**config.mk**
```make
export PLATFORM = sky130hd
export DESIGN_NAME = fp32_iterative_divider
export DESIGN_NICKNAME = d
export VERILOG_FILES = /design/src/rtl/fp32_iterative_divider.sv
export SDC_FILE = /design/constraint.sdc
export NUM_CORES = 1
export LEC_CHECK = 0
export CORE_MARGIN = 3
export CORE_UTILIZATION = 35
export CTS_CLUSTER_DIAMETER = 120
export DETAILED_ROUTE_END_ITERATION = 8
export PLACE_DENSITY = 0.53
export SYNTH_ARGS = -nofsm -noshare
export SYNTH_HDL_FRONTEND = slang
export SYNTH_SLANG_ARGS = --single-unit
export TNS_END_PERCENT = 5
```
**constraint.sdc**
```tcl
create_clock -name clk -period 22.2 [get_ports clk]
set_input_delay 2.22 -clock clk [delete_from_list [all_inputs] [get_ports clk]]
set_output_delay 2.22 -clock clk [all_outputs]
set_load 0.01 [all_outputs]
```
**src/rtl/fp32_iterative_divider.sv**
```systemverilog
// Multi-cycle IEEE-754 binary32 divider (lhs / rhs), radix-2 restoring, one op in flight.
// Fixed latency for every input; special cases ride through the same schedule.
module fp32_iterative_divider #(
   parameter int unsigned BITS_PER_CYCLE = 1
) (
   input  logic        clk,
   input  logic        rst,
   input  logic        flush,
   input  logic        req,
   input  logic [31:0] lhs,
   input  logic [31:0] rhs,
   output logic        busy,
   output logic        done,
   output logic [31:0] result
);

   localparam int unsigned NumCycles = 26 / BITS_PER_CYCLE;
   localparam logic [4:0]  LastCnt   = 5'(NumCycles - 1);
   localparam logic [31:0] QNaN      = 32'h7fc0_0000;

   typedef enum logic [1:0] {StIdle, StDivide, StRound, StDone} state_t;

   state_t            state_q, state_d;
   logic [4:0]        cnt_q, cnt_d;
   logic              sign_q, sign_d;
   logic signed [9:0] exp_q, exp_d;
   logic [25:0]       rem_q, rem_d;
   logic [23:0]       div_q, div_d;
   logic [25:0]       quo_q, quo_d;
   logic              spec_q, spec_d;
   logic [31:0]       spec_res_q, spec_res_d;
   logic [31:0]       result_q, result_d;
   logic              busy_q, busy_d;
   logic              done_q, done_d;

   // Leading-zero count of a 23-bit fraction (value irrelevant for an all-zero fraction).
   function automatic logic [4:0] lzc23(input logic [22:0] f);
      logic [4:0] n;
      logic       hit;
      n   = 5'd0;
      hit = 1'b0;
      for (int i = 22; i >= 0; i--) begin
         if (!hit && f[i]) begin
            n   = 5'(22 - i);
            hit = 1'b1;
         end
      end
      return n;
   endfunction

   // Returns {virtual exponent, normalised 24-bit mantissa with leading one at bit 23}.
   function automatic logic [33:0] unpack(input logic [31:0] x);
      logic [4:0]  lz;
      logic [23:0] m;
      logic [9:0]  ve;
      lz = lzc23(x[22:0]);
      if (x[30:23] != 8'd0) begin
         m  = {1'b1, x[22:0]};
         ve = {2'b00, x[30:23]};
      end else begin
         m  = {1'b0, x[22:0]} << (lz + 5'd1);
         ve = 10'd0 - {5'd0, lz};
      end
      return {ve, m};
   endfunction

   logic [23:0]       mant_l, mant_r;
   logic signed [9:0] ve_l, ve_r, e_pre;
   logic [25:0]       rem_init;
   logic signed [9:0] exp_init;
   logic              sign_init;
   logic              spec_init;
   logic [31:0]       spec_res_init;
   logic              nan_l, nan_r, inf_l, inf_r, zero_l, zero_r;

   // Accept-edge preparation: classify, normalise, pre-align so the quotient lands in [1,2).
   always_comb begin
      {ve_l, mant_l} = unpack(lhs);
      {ve_r, mant_r} = unpack(rhs);
      sign_init = lhs[31] ^ rhs[31];
      e_pre     = ve_l - ve_r + 10'sd127;
      if (mant_l < mant_r) begin
         rem_init = {1'b0, mant_l, 1'b0};
         exp_init = e_pre - 10'sd1;
      end else begin
         rem_init = {2'b00, mant_l};
         exp_init = e_pre;
      end
      nan_l  = (lhs[30:23] == 8'hff) && (lhs[22:0] != 23'd0);
      nan_r  = (rhs[30:23] == 8'hff) && (rhs[22:0] != 23'd0);
      inf_l  = (lhs[30:23] == 8'hff) && (lhs[22:0] == 23'd0);
      inf_r  = (rhs[30:23] == 8'hff) && (rhs[22:0] == 23'd0);
      zero_l = (lhs[30:0] == 31'd0);
      zero_r = (rhs[30:0] == 31'd0);
      spec_init     = 1'b1;
      spec_res_init = QNaN;
      if (nan_l || nan_r || (zero_l && zero_r) || (inf_l && inf_r)) begin
         spec_res_init = QNaN;
      end else if (inf_l || zero_r) begin
         spec_res_init = {sign_init, 8'hff, 23'd0};
      end else if (zero_l || inf_r) begin
         spec_res_init = {sign_init, 31'd0};
      end else begin
         spec_init = 1'b0;
      end
   end

   logic [25:0] rem_step, quo_step;
   logic [26:0] diff;
   logic        qbit;

   // Restoring division: BITS_PER_CYCLE trial subtractions chained per cycle.
   always_comb begin
      rem_step = rem_q;
      quo_step = quo_q;
      diff     = 27'd0;
      qbit     = 1'b0;
      for (int unsigned i = 0; i < BITS_PER_CYCLE; i++) begin
         diff = {1'b0, rem_step} - {3'b000, div_q};
         qbit = ~diff[26];
         if (qbit) begin
            rem_step = diff[25:0];
         end
         rem_step = {rem_step[24:0], 1'b0};
         quo_step = {quo_step[24:0], qbit};
      end
   end

   logic signed [9:0] sh_s;
   logic [9:0]        sh_u;
   logic [25:0]       q_sh, mask;
   logic              sticky, round_up;
   logic [7:0]        field_base;
   logic [30:0]       mag;
   logic [31:0]       round_res;

   // Denormalise if needed, then round to nearest even; carry ripples into the exponent.
   always_comb begin
      sh_s       = 10'sd1 - exp_q;
      sh_u       = sh_s;
      mask       = 26'd0;
      q_sh       = quo_q;
      sticky     = |rem_q;
      field_base = 8'd0;
      if (exp_q >= 10'sd1) begin
         // Hidden one from q_sh[25] adds back the 1 subtracted here.
         field_base = exp_q[7:0] - 8'd1;
      end else if (sh_u >= 10'd26) begin
         q_sh   = 26'd0;
         sticky = 1'b1;
      end else begin
         mask   = (26'd1 << sh_u) - 26'd1;
         q_sh   = quo_q >> sh_u;
         sticky = sticky | (|(quo_q & mask));
      end
      round_up = q_sh[1] & (q_sh[0] | sticky | q_sh[2]);
      mag      = {field_base, 23'd0} + {7'd0, q_sh[25:2]} + {30'd0, round_up};
      if (exp_q >= 10'sd255) begin
         round_res = {sign_q, 8'hff, 23'd0};
      end else begin
         round_res = {sign_q, mag};
      end
   end

   logic accept;

   // Next-state logic: sequencing, operand load, result capture; flush overrides all.
   always_comb begin
      state_d    = state_q;
      cnt_d      = cnt_q;
      sign_d     = sign_q;
      exp_d      = exp_q;
      rem_d      = rem_q;
      div_d      = div_q;
      quo_d      = quo_q;
      spec_d     = spec_q;
      spec_res_d = spec_res_q;
      result_d   = result_q;
      accept     = req && !flush && ((state_q == StIdle) || (state_q == StDone));
      unique case (state_q)
         StIdle, StDone: begin
            state_d = StIdle;
            if (accept) begin
               state_d    = StDivide;
               cnt_d      = 5'd0;
               sign_d     = sign_init;
               exp_d      = exp_init;
               rem_d      = rem_init;
               div_d      = mant_r;
               quo_d      = 26'd0;
               spec_d     = spec_init;
               spec_res_d = spec_res_init;
            end
         end
         StDivide: begin
            rem_d = rem_step;
            quo_d = quo_step;
            cnt_d = cnt_q + 5'd1;
            if (cnt_q == LastCnt) begin
               state_d = StRound;
            end
         end
         StRound: begin
            result_d = spec_q ? spec_res_q : round_res;
            state_d  = StDone;
         end
         default: state_d = StIdle;
      endcase
      if (flush) begin
         state_d  = StIdle;
         result_d = result_q;
      end
      busy_d = (state_d == StDivide) || (state_d == StRound);
      done_d = (state_d == StDone);
   end

   // State and output registers with synchronous reset.
   always_ff @(posedge clk) begin
      if (rst) begin
         state_q    <= StIdle;
         cnt_q      <= 5'd0;
         sign_q     <= 1'b0;
         exp_q      <= 10'sd0;
         rem_q      <= 26'd0;
         div_q      <= 24'd0;
         quo_q      <= 26'd0;
         spec_q     <= 1'b0;
         spec_res_q <= 32'd0;
         result_q   <= 32'd0;
         busy_q     <= 1'b0;
         done_q     <= 1'b0;
      end else begin
         state_q    <= state_d;
         cnt_q      <= cnt_d;
         sign_q     <= sign_d;
         exp_q      <= exp_d;
         rem_q      <= rem_d;
         div_q      <= div_d;
         quo_q      <= quo_d;
         spec_q     <= spec_d;
         spec_res_q <= spec_res_d;
         result_q   <= result_d;
         busy_q     <= busy_d;
         done_q     <= done_d;
      end
   end

   assign busy   = busy_q;
   assign done   = done_q;
   assign result = result_q;

endmodule
```
# After elaboration in Yosys (flattened, before gate mapping)
# Cells that the tools add are included.
[op_classes]
addsub = 14
shift = 4
bitwise_logic = 8
reduce_logical = 120
muxes = 118
n_eq_ne = 10
magnitude_cmp = 4
[op_table]
columns = ["cell", "count"]
rows = [
  ["5-bit two-way mux", 42],
  ["32-bit two-way mux", 4],
  ["26-bit two-way mux", 4],
  ["26-bit case mux with 2 select lines", 2],
  ["31-bit logical NOT", 2],
  ["1-bit logical AND", 52],
  ["1-bit two-way mux", 52],
  ["26-bit OR reduction", 2],
  ["25-bit two-way mux", 2],
  ["24-bit two-way mux", 2],
  ["23-bit by 5-bit << shifter with 24-bit output", 2],
  ["23-bit logical NOT", 2],
  ["23-bit nonzero test", 2],
  ["1-bit logical NOT", 45],
  ["31-bit by 1-bit adder with 31-bit output", 1],
  ["31-bit by 24-bit adder with 31-bit output", 1],
  ["31-bit two-way mux", 1],
  ["10-bit two-way mux", 3],
  ["26-bit by 24-bit subtractor with 27-bit output", 1],
  ["26-bit bitwise AND", 1],
  ["1-bit by 10-bit << shifter with 26-bit output, first input constant", 1],
  ["26-bit by 10-bit >> shifter with 26-bit output", 1],
  ["26-bit by 1-bit subtractor with 26-bit output, second input constant", 1],
  ["24-bit < comparator", 1],
  ["29 further kinds", 51],
]
[word_totals]
ff_bits = 161
in_bits = 68

# Depth between registers and ports, before layout
# Gate-level depths: netlist (run 1).
[logic_depth]
word_depth = 74
ltp_mapped = 32
mapped_depth_nobuf = 24

# Worst setup path before layout (run 1)
# Ideal clock, no wire load.
[synth_path]
kind = "input port to flip-flop"
start = "input lhs[13]"
end = "register exp_q[5]"
setup_slack_ps = 13468
path_stages = 29
setup_ps = 137
arrival_ps = 8595
path_buffers = 6
path_cell_list = "clkbuf_1 > or4_1 > nor4_2 > and3_1 > buf_4 > nor3_4 > buf_4 > buf_4 > inv_1 > ha_1 > o2111ai_1 > o32ai_1 > nor3_1 > o21ai_0 > clkbuf_1 > nor2_1 > a221o_1 > ha_1 > a2111oi_0 > o21ai_0 > a311o_1 > o211ai_1 > o211ai_1 > a311oi_1 > a21boi_2 > nor2_1 > buf_2 > o41ai_1 > a31oi_1"
[synth_via]
elab_chain_cells = 47
elab_cells_between_ends = 64
[synth_lines]
columns = ["item", "line", "text"]
rows = [
  ["start, declared", "10", "input logic [31:0] lhs,"],
  ["1-bit logical AND", "43", "if (!hit && f[i]) begin"],
  ["1-bit two-way mux", "43", ""],
  ["1-bit logical NOT", "43", ""],
  ["1-bit logical AND", "43", ""],
  ["1-bit two-way mux", "43", ""],
  ["1-bit logical NOT", "43", ""],
  ["1-bit logical AND", "43", ""],
  ["1-bit two-way mux", "43", ""],
  ["(+31 left out)", "--", ""],
  ["1-bit logical AND", "43", ""],
  ["5-bit two-way mux", "43", ""],
  ["1-bit by 5-bit subtractor with 6-bit output", "62", "ve = 10'd0 - {5'd0, lz};"],
  ["10-bit two-way mux", "57", "if (x[30:23] != 8'd0) begin"],
  ["10-bit subtractor", "81", "e_pre = ve_l - ve_r + 10'sd127;"],
  ["10-bit by 8-bit adder with 10-bit output", "81", ""],
  ["10-bit by 2-bit subtractor with 10-bit output", "84", "exp_init = e_pre - 10'sd1;"],
  ["10-bit two-way mux *", "82", "if (mant_l < mant_r) begin"],
  ["end signal, assigned", "236", "exp_q <= exp_d;"],
  ["end, declared", "26", "logic signed [9:0] exp_q, exp_d;"],
]
# Mark *: on every way between the ends. The rest lies on a longest branch, timed or not.
# A chain may end at the register's enable or synchronous reset.

# Worst setup path after layout (run 1)
[layout_path]
start = "input lhs[13]"
end = "register exp_q[8]"
# Same word-level chain as after synthesis.

==> flow_summary.json, run 1 <==
{
  "htreeDepth": 4,
  "r2r-start": "exp_q[1]",
  "synth.area.top_cells": "dfxtp_1, mux4_2, ha_1",
  "fp.dieH_um": 217,
  "finalHoldViolCount": 0,
  "syn_nets": 2159,
  "vias": 16300,
  "critPathKind": "in2reg",
  "p_seq_share_pct": 26.7,
  "peakVddDrop_mv": 0.0394,
  "routed_via_density": 6.27,
  "hp-start": "sign_q",
  "drc": 0,
  "combPwrFrac_pct": 41.8,
  "place_ws_ns": 11.70,
  "finalSetupViolCount": 0,
  "fin_ws_ns": 12.45,
  "min_period_ns": 9.75,
  "die-area_um2": 47000,
  "ctsResizeCount": 0,
  "ctsHoldBuffers": 0,
  "synth_top_area_share_pct": 17.0,
  "crit_slowest_cell": "o32ai_2",
  "port_buffers": 101,
  "skew_ns": 0.0106,
  "async_reset_ff_share_pct": 0,
  "grt_setup_unrepaired": "no",
  "core-area_um2": 43500,
  "drv_cap": 0,
  "avgSynthCellArea_um2": 7.74,
  "post_synth_num_cell_types": 100,
  "switchingPower_uw": 375,
  "slowest_delay_ns": 0.72,
  "cts_sinks": 132,
  "diodes": 0,
  "yosysWarnings": 0,
  "yosys.area.top_type": "dfxtp_1",
  "seq_area_frac_synth_pct": 17.0,
  "synth_seq_cells": 132,
  "clk_latency_ns": 0.45,
  "antenna_left": 0,
  "p_per_area_nw_per_um2": 55.2,
  "fin_crit_sh_pct": 43.9,
  "first_pass_iters": 5,
  "startpoint_type": "input pin",
  "post_cts_buffers": 0,
  "crit_path_end_kind": "flop",
  "initial_core_util_pct": 35.8,
  "synth_top_flop_cell": "dfxtp_1",
  "status": "finished, final reports clean",
  "crit_arrival_ns": 10.04,
  "power.internal_uw": 588,
  "antenna_found_initial": 0,
  "final_layout_size_suffix_gt1_share_pct": 10.2,
  "tightestPinTransition_ns": 1.10,
  "yosysMostFrequentCell": "nand2_1",
  "wl_per_cell_um": 22.4,
  "synthCells": 2007,
  "cts_tree": "built",
  "ys_top_cells_by_count": "nand2_1, nor2_1, a21oi_1",
  "routabilityCongestion": 0.962,
  "track_usage_pct": 24.2,
  "relSlewSlack_pct": 26.1,
  "finalMaxSlewViolations": 0,
  "grt_pass1_vias": 15600,
  "clk_pin_slew_ns": 0.06,
  "grt_max_degree": 69,
  "dp_hpwl_mm": 43.8,
  "grt_pass1_wl_mm": 91.1,
  "setup_tns_ns": 0,
  "clockBufferDepth": 2,
  "syn2layout_area_growth_pct": 12.4,
  "max_freq_mhz": 103,
  "drt_iter0_drc": 1579,
  "crit_required_ns": 22.49,
  "cp_max_fo": 23,
  "rows": 76,
  "nFillCells": 4466,
  "grt_overflow": 0,
  "io_pins": 102,
  "drt_wl_total_mm": 58.1,
  "numCtsBuffers": 17,
  "switching_share_pct": 39.0,
  "power_leakage_nw": 6.08,
  "die_w_um": 217,
  "cts_root_buf": "clkbuf_16",
  "hold_class": "reg2reg",
  "final_nets": 2147,
  "synth_edf_count": 0,
  "clock_power_share_pct": 31.5,
  "synth_area_um2": 15500,
  "critPathLaunch": "lhs[13]"
}
-- layout by cell type (no fill, tap or decap), types with 17 or more instances in the layout --
| cell | instances |
|---|---|
| xnor2_1 | 41 |
| nor4_1 | 22 |
| o21ai_0 | 126 |
| nand4_1 | 25 |
| nor2_1 | 173 |
| o31ai_1 | 20 |
| ha_1 | 81 |
| a21o_1 | 18 |
| mux4_2 | 66 |
| dfxtp_1 | 131 |
| a22oi_1 | 29 |
| nor2b_1 | 21 |
| a21oi_1 | 144 |
| clkdlybuf4s50_1 | 100 |
| nor3_1 | 57 |
| a211oi_1 | 42 |
| clkbuf_16 | 17 |
| o211ai_1 | 26 |
| xor2_1 | 20 |
| nand2_1 | 174 |
| mux2i_1 | 74 |
| a31oi_1 | 21 |
| or3_1 | 24 |
| nand3_1 | 79 |
| nand2b_1 | 26 |
| inv_1 | 82 |
| buf_4 | 25 |
| mux2_2 | 18 |
-- worst max-delay path, delay by kind of cell --
| family | cells | cell delay (ns) |
|---|---|---|
| AO/OA/AOI/OAI | 13 | 3.81 |
| adder cells (fa/ha/maj) | 2 | 0.59 |
| buffers and inverters | 4 | 1.30 |
| AND/OR/NAND/NOR | 7 | 2.09 |
-- power by group through the flow --
stage | clock network (mW) | registers [mW] | logic [mW]
3_3_place_gp | 0 | 0.262 | 0.394
6_report | 0.304 | 0.257 | 0.403
4_1_cts | 0.309 | 0.257 | 0.397
2_1_floorplan | 0 | 0.256 | 0.292
3_5_place_dp | 0 | 0.262 | 0.395
5_1_grt | 0.319 | 0.258 | 0.438
-- state kept, by name, summed over array words and instances, names as in the netlist --
name and count:
spec_q 1, state_q 2, busy 1, spec_res_q 3
quo_q 26, cnt_q 5, rem_q 26, div_q 24
sign_q 1, exp_q 10, done 1, result 32
-- routing by layer --
layer | track usage (%) | up-vias | part of all wire [%]
met5 | 0 | - | 0
met2 | 38.3 | 724 | 45
met3 | 3.41 | 93 | 6.7
met1 | 34.0 | 7826 | 45
met4 | 7.57 | 0 | 2.4
li1 | - | 7611 | -
-- worst paths after layout --
path / to / slack (ns) / depth (start not counted)
setup / recovery: exp_q[8] / 12.45 / 26
hold / removal: sign_q / 0.46 / 2
setup reg to reg: result[29] / 15.77 / 14
hold reg to reg: sign_q / 0.46 / 2
-- cell type report --
class / instances / area (µm²) / area share [%]
Clock buffer: 21 / 480 / 2.75
Clock inverter: 11 / 148 / 0.845
Inverter: 85 / 319 / 1.83
Multi-Input combinational cell: 1633 / 11900 / 68.4
Sequential cell: 132 / 2640 / 15.1
Tap cell: 585 / 732 / 4.19
Timing Repair Buffer: 126 / 1190 / 6.83
-- cells by family (layout without fill, tap and decap cells) --
| family | count (synthesis) | in the layout | share of synthesized area (%) |
|---|---|---|---|
| DFF | 132 | 132 | 17.0 |
| AOI/OAI and AO/OA | 635 | 635 | 28.1 |
| and+or+nand+nor | 693 | 693 | 22.3 |
| muxes | 158 | 158 | 15.6 |
| adders and majority gates | 84 | 84 | 6.86 |
| xor gates and xnor gates | 63 | 63 | 3.55 |
| buffers and inverters | 242 | 243 | 6.46 |
-- per-stage QoR --
| step | util, % | hold WS [ns] | cell area [µm²] | power, mW | std cells |
|---|---|---|---|---|---|
| after floorplan | - | 0.432 | 15500 | 0.549 | 2007 |
| after global placement | 38.7 | 0.445 | 16800 | 0.656 | 2561 |
| after detailed placement | 38.7 | 0.449 | 16800 | 0.657 | 2561 |
| after CTS | 40.2 | 0.458 | 17500 | 0.963 | 2593 |
| after global routing | 40.2 | 0.485 | 17500 | 1.01 | 2593 |
| final | 40.2 | 0.456 | 17500 | 0.963 | 2593 |
Note: power is estimated with default switching activity, not from simulation.
==> run 2: changes to the inputs <==
- PLACE_DENSITY: 0.53 -> 0.55
- clock period: 22.2 -> 8.25 ns (I/O delays scaled with it)
==> run 2 against run 1 <==
Critical path depth fell by 3. Cell count grew 1.7%. Count of clock-buffer cells in the layout is 1 lower. First-iteration DRC count grew 28%. Die area did not move. Clock skew increased by 0.0061 ns. Global-route usage increased by 0.064 points. Routed wire length up 0.39%. Register-to-register slack worse by 13 ns. Non-clock buffer count is 42 higher. Flip-flop and latch count did not move. Largest cell class unchanged.
==> flow_summary.json, run 2 (same netlist as run 1, synthesis figures left out) <==
{
  "status": "finished, final reports clean",
  "fp.dieH_um": 217,
  "post_cts_buffers": 0,
  "dp_hpwl_mm": 44.1,
  "switching_share_pct": 39.7,
  "die_w_um": 217,
  "ctsHoldBuffers": 0,
  "clk_latency_ns": 0.44,
  "skew_ns": 0.0167,
  "r2r-start": "exp_q[2]",
  "hold_class": "reg2reg",
  "port_buffers": 101,
  "path_cells": "clkdlybuf4s50_1, nor4_2, nand2_1, nor4_2, o21a_1, nor2_4, ha_1, inv_2, mux4_2, mux2i_1, nor2_1, a221oi_1, ha_1, a2111oi_0, o21ai_0, a311o_1, o211ai_1, o211ai_1, a311oi_1, a21bo_2, nand2_2, nor2_1, a221o_1",
  "min_period_ns": 7.75,
  "antenna_found_initial": 0,
  "p_per_area_nw_per_um2": 145,
  "grt_pass1_vias": 15600,
  "setup_tns_ns": 0,
  "first_pass_iters": 6,
  "tightestPinTransition_ns": 1.08,
  "hold_slack_ns": 0.456,
  "rr_endpoint": "result[28]",
  "finalMaxSlewViolations": 0,
  "relSlewSlack_pct": 27.6,
  "final_layout_size_suffix_gt1_share_pct": 11.9,
  "vias": 16400,
  "routed_via_density": 6.22,
  "drt_iter0_drc": 2017,
  "grt_setup_unrepaired": "no",
  "crit_slowest_cell": "clkdlybuf4s50_1",
  "max_freq_mhz": 129,
  "wl_per_cell_um": 22.1,
  "hold_end": "sign_q",
  "crit_arrival_ns": 8.06,
  "ctsResizeCount": 0,
  "routabilityCongestion": 0.961,
  "syn2layout_area_growth_pct": 14.2,
  "finalHoldViolCount": 0,
  "cts_root_buf": "clkbuf_16",
  "slowest_delay_ns": 0.62,
  "initial_core_util_pct": 35.8,
  "cts_tree": "built",
  "power_leakage_nw": 6.26,
  "die-area_um2": 47000,
  "r2r_cells": 13,
  "cp_top_family": "compound AO/OA/AOI/OAI gates",
  "finalSetupViolCount": 0,
  "critPathKind": "in2reg",
  "crit_path_end_kind": "flop",
  "clk_pin_slew_ns": 0.06,
  "drt_wl_total_mm": 58.3,
  "p_seq_share_pct": 27.0,
  "hp-start": "sign_q",
  "nFillCells": 4485,
  "track_usage_pct": 24.2,
  "final_common_cell": "nand2_1",
  "peakVddDrop_mv": 0.151,
  "drv_cap": 0,
  "cts_sinks": 132,
  "antenna_left": 0,
  "final_nets": 2189,
  "htreeDepth": 4,
  "grt_pass1_wl_mm": 91.4,
  "clock_power_share_pct": 30.1,
  "io_pins": 102,
  "cp_max_fo": 15,
  "combPwrFrac_pct": 42.9,
  "rows": 76,
  "grt_max_degree": 69,
  "startpoint_type": "input pin",
  "clockBufferDepth": 2,
  "switchingPower_mw": 1.02,
  "hold_depth": 2,
  "r2r_slack_ns": 2.67,
  "power.internal_mw": 1.55,
  "largest_reg_flops": 32,
  "core-area_um2": 43500,
  "grt_overflow": 0,
  "cp_num_buf_inv": 2,
  "numCtsBuffers": 17,
  "crit_required_ns": 8.57,
  "final_cell_mix": "nand2_1, nor2_1, a21oi_1",
  "drc": 0,
  "fin_crit_sh_pct": 93.9
}
==> run 2: cell count changes in the layout (fill, tap and decap cells not counted), sizes merged <==
cell	delta
diode	+1
buf	+42
clkinv	+4
clkbuf	-1
bufinv	-1
inv	-2
==> run 2: worst max path at each step <==
stage	startpoint	end	slack, ns	cells past startpoint
floorplan	lhs[13]	exp_q[5]	0.91	29
global placement	rhs[16]	rem_q[14]	0.11	23
detailed placement	rhs[16]	rem_q[17]	0.15	23
CTS	rhs[16]	rem_q[17]	0.60	23
global route	rhs[16]	rem_q[17]	0.08	23
finish	rhs[16]	rem_q[17]	0.50	23
==> run 2: tightest hold or removal path: cells and delay by family, from the launching register on <==
| kind | cells | cell delay, ns |
|---|---|---|
| compound gates | 1 | 0.05 |
| simple gates | 1 | 0.05 |
| flops | 1 | 0.31 |
==> run 2: stage by stage <==
step / setup slack (ns) / cell area [µm²] / power, mW / util, % / instances
4_1_cts: 0.597 / 17700 / 2.57 / 40.8 / 2635
6_report: 0.502 / 17700 / 2.57 / 40.8 / 2636
5_1_grt: 0.0809 / 17700 / 2.71 / 40.8 / 2635
2_1_floorplan: 0.913 / 15500 / 1.48 / - / 2007
3_5_place_dp: 0.153 / 17200 / 1.79 / 39.5 / 2603
3_3_place_gp: 0.109 / 17200 / 1.79 / 39.5 / 2603
==> run 2: power groups by stage <==
stage	logic [mW]	registers, mW	clock network, mW
after floorplan	0.787	0.689	0
after global placement	1.08	0.708	0
after detailed placement	1.08	0.708	0
after CTS	1.09	0.694	0.785
after global routing	1.20	0.698	0.812
final	1.10	0.695	0.776
==> run 2: final cells by class <==
| type | count | area [µm²] | area share [%] |
|---|---|---|---|
| timing repair buffer | 168 | 1520 | 8.57 |
| tap | 585 | 732 | 4.12 |
| clock buffer | 20 | 457 | 2.57 |
| antenna | 1 | 2.50 | 0.0141 |
| clock inverter | 12 | 131 | 0.740 |
| sequential | 132 | 2640 | 14.9 |
| multi-input combinational | 1633 | 11900 | 67.3 |
| inverter | 85 | 319 | 1.80 |
==> run 2: metal layers <==
layer  vias up  wire length (µm)  global-route usage, %
li1       7693                 -                      -
met1      7891             26400                   34.6
met2       725             26400                   38.3
met3        79              4200                   2.94
met4         0              1350                   7.20
met5         -                 0                      0
==> run 3: changes to the inputs <==
- CAP_MARGIN: not set -> 20
- SLEW_MARGIN: not set -> 20
==> run 3 against run 2 <==
Fmax hardly changed. Via count decreased by 0.23%. Count of clock-buffer cells in the layout did not move. First-iteration DRC count fell by 0.25%. Clock skew hardly changed. Critical path depth is the same. Die area did not move. Clock power about the same. Flip-flop and latch count unchanged. Sequential share of layout area is essentially flat. Non-clock buffer count is the same.
==> flow_summary.json, run 3 (same netlist as run 1, synthesis figures left out) <==
{
  "htreeDepth": 4,
  "cts_root_buf": "clkbuf_16",
  "largest_reg_flops": 32,
  "routabilityCongestion": 0.961,
  "core-area_um2": 43500,
  "ctsResizeCount": 0,
  "fin_total_pwr_mw": 2.58,
  "io_pins": 102,
  "critPathLaunch": "rhs[16]",
  "crit_path_end_kind": "flop",
  "final_layout_size_suffix_gt1_share_pct": 12.0,
  "antenna_left": 0,
  "numCtsBuffers": 17,
  "fin_util_pct": 40.8,
  "drt_iter0_drc": 2012,
  "drc": 0,
  "port_buffers": 101,
  "clk_pin_slew_ns": 0.06,
  "final_nets": 2189,
  "status": "finished, final reports clean",
  "setup_tns_ns": 0,
  "r2r-start": "exp_q[2]",
  "fp.dieH_um": 217,
  "final_common_cell": "nand2_1",
  "top_usage_layer": "met2",
  "cts_sinks": 132,
  "r2r_cells": 13,
  "grtUsageMet2_pct": 38.3,
  "cp_max_fo": 15,
  "crit_required_ns": 8.57,
  "rr_endpoint": "result[28]",
  "crit_end": "rem_q[17]",
  "finalSetupViolCount": 0,
  "grt.met3_usage_pct": 2.94,
  "clockBufferDepth": 2,
  "grt_overflow": 0,
  "syn2layout_area_growth_pct": 14.2,
  "first_pass_iters": 5,
  "dp_hpwl_mm": 44.1,
  "critPathKind": "in2reg",
  "finalMaxSlewViolations": 0,
  "finalHoldViolCount": 0,
  "skew_ns": 0.0167,
  "die-area_um2": 47000,
  "drt_wl_total_mm": 58.3,
  "fin_crit_sh_pct": 93.9,
  "hold_class": "reg2reg",
  "final_cell_mix": "nand2_1, nor2_1, a21oi_1",
  "hold_slack_ns": 0.457,
  "p_per_area_nw_per_um2": 145,
  "relSlewSlack_pct": 28.7,
  "rows": 76,
  "max_freq_mhz": 129,
  "crit_arrival_ns": 8.06,
  "routed_via_density": 6.20,
  "peakVddDrop_mv": 0.151,
  "startpoint_type": "input pin",
  "vias": 16400,
  "die_w_um": 217,
  "grt_pass1_vias": 15600,
  "post_cts_buffers": 0,
  "grt_util_met1_pct": 34.6,
  "hp-start": "sign_q",
  "track_usage_pct": 24.2,
  "clk_latency_ns": 0.44,
  "min_period_ns": 7.75,
  "antenna_found_initial": 0,
  "grt_max_degree": 69,
  "r2r_slack_ns": 2.68,
  "power_leakage_nw": 6.26,
  "cts_tree": "built",
  "ctsHoldBuffers": 0,
  "drv_cap": 0,
  "initial_core_util_pct": 35.8,
  "tightestPinTransition_ns": 1.06,
  "grt_pass1_wl_mm": 91.4,
  "wl_per_cell_um": 22.1,
  "grt_setup_unrepaired": "no"
}
## run 3: changes by cell type in the layout (fill, tap and decap cells not counted)
cell,change
nor2_1,-1
nor2_2,+1
## run 3: metal layers
metal / share of wire, % / vias to the layer above
li1: - / 7694
met1: 45 / 7883
met2: 45 / 699
met3: 7.1 / 75
met4: 2.3 / 0
met5: 0 / -
## run 3: area by class of cell
class	count	area, µm²
inverter	85	319
timing repair buffer	168	1520
clock inverter	12	131
fill	4484	25700
clock buffer	20	457
antenna	1	2.50
tap	585	732
sequential	132	2640
multi-input combinational	1633	11900
## run 3: critical path, stage by stage
cell and delay [ns]:
clkdlybuf4s50_1 0.62, nor4_2 0.59, nand2_1 0.16, nor4_2 0.32, o21a_1 0.44, nor2_4 0.15, ha_1 0.35, inv_2 0.13
mux4_2 0.50, mux2i_1 0.26, nor2_1 0.08, a221oi_1 0.56, ha_1 0.37, a2111oi_0 0.37, o21ai_0 0.15, a311o_1 0.37
o211ai_1 0.09, o211ai_1 0.16, a311oi_1 0.39, a21bo_2 0.36, nand2_2 0.32, nor2_1 0.11, a221o_1 0.36
## run 3: metrics by stage
| stage | cells | setup slack [ns] | cell area, µm² |
|---|---|---|---|
| floorplan | 2007 | 0.913 | 15500 |
| global placement | 2603 | 0.109 | 17200 |
| finish | 2636 | 0.504 | 17700 |
| detailed placement | 2603 | 0.153 | 17200 |
| global route | 2635 | 0.0809 | 17700 |
| CTS | 2635 | 0.597 | 17700 |
## run 3: worst min-delay path by stage
stage                           endpoint  slack, ns  cells after the start
after floorplan           spec_res_q[31]       0.43                      2
after global placement    spec_res_q[31]       0.44                      2
after detailed placement          sign_q       0.45                      2
after CTS                         sign_q       0.46                      2
after global routing              sign_q       0.47                      2
final                             sign_q       0.46                      2
## run 3: where the power goes
| part | total [mW] | internal (mW) | switching (mW) |
|---|---|---|---|
| Clock | 0.776 | 0.460 | 0.316 |
| Combinational | 1.10 | 0.433 | 0.671 |
| Sequential | 0.695 | 0.661 | 0.0344 |
| Total | 2.58 | 1.55 | 1.02 |
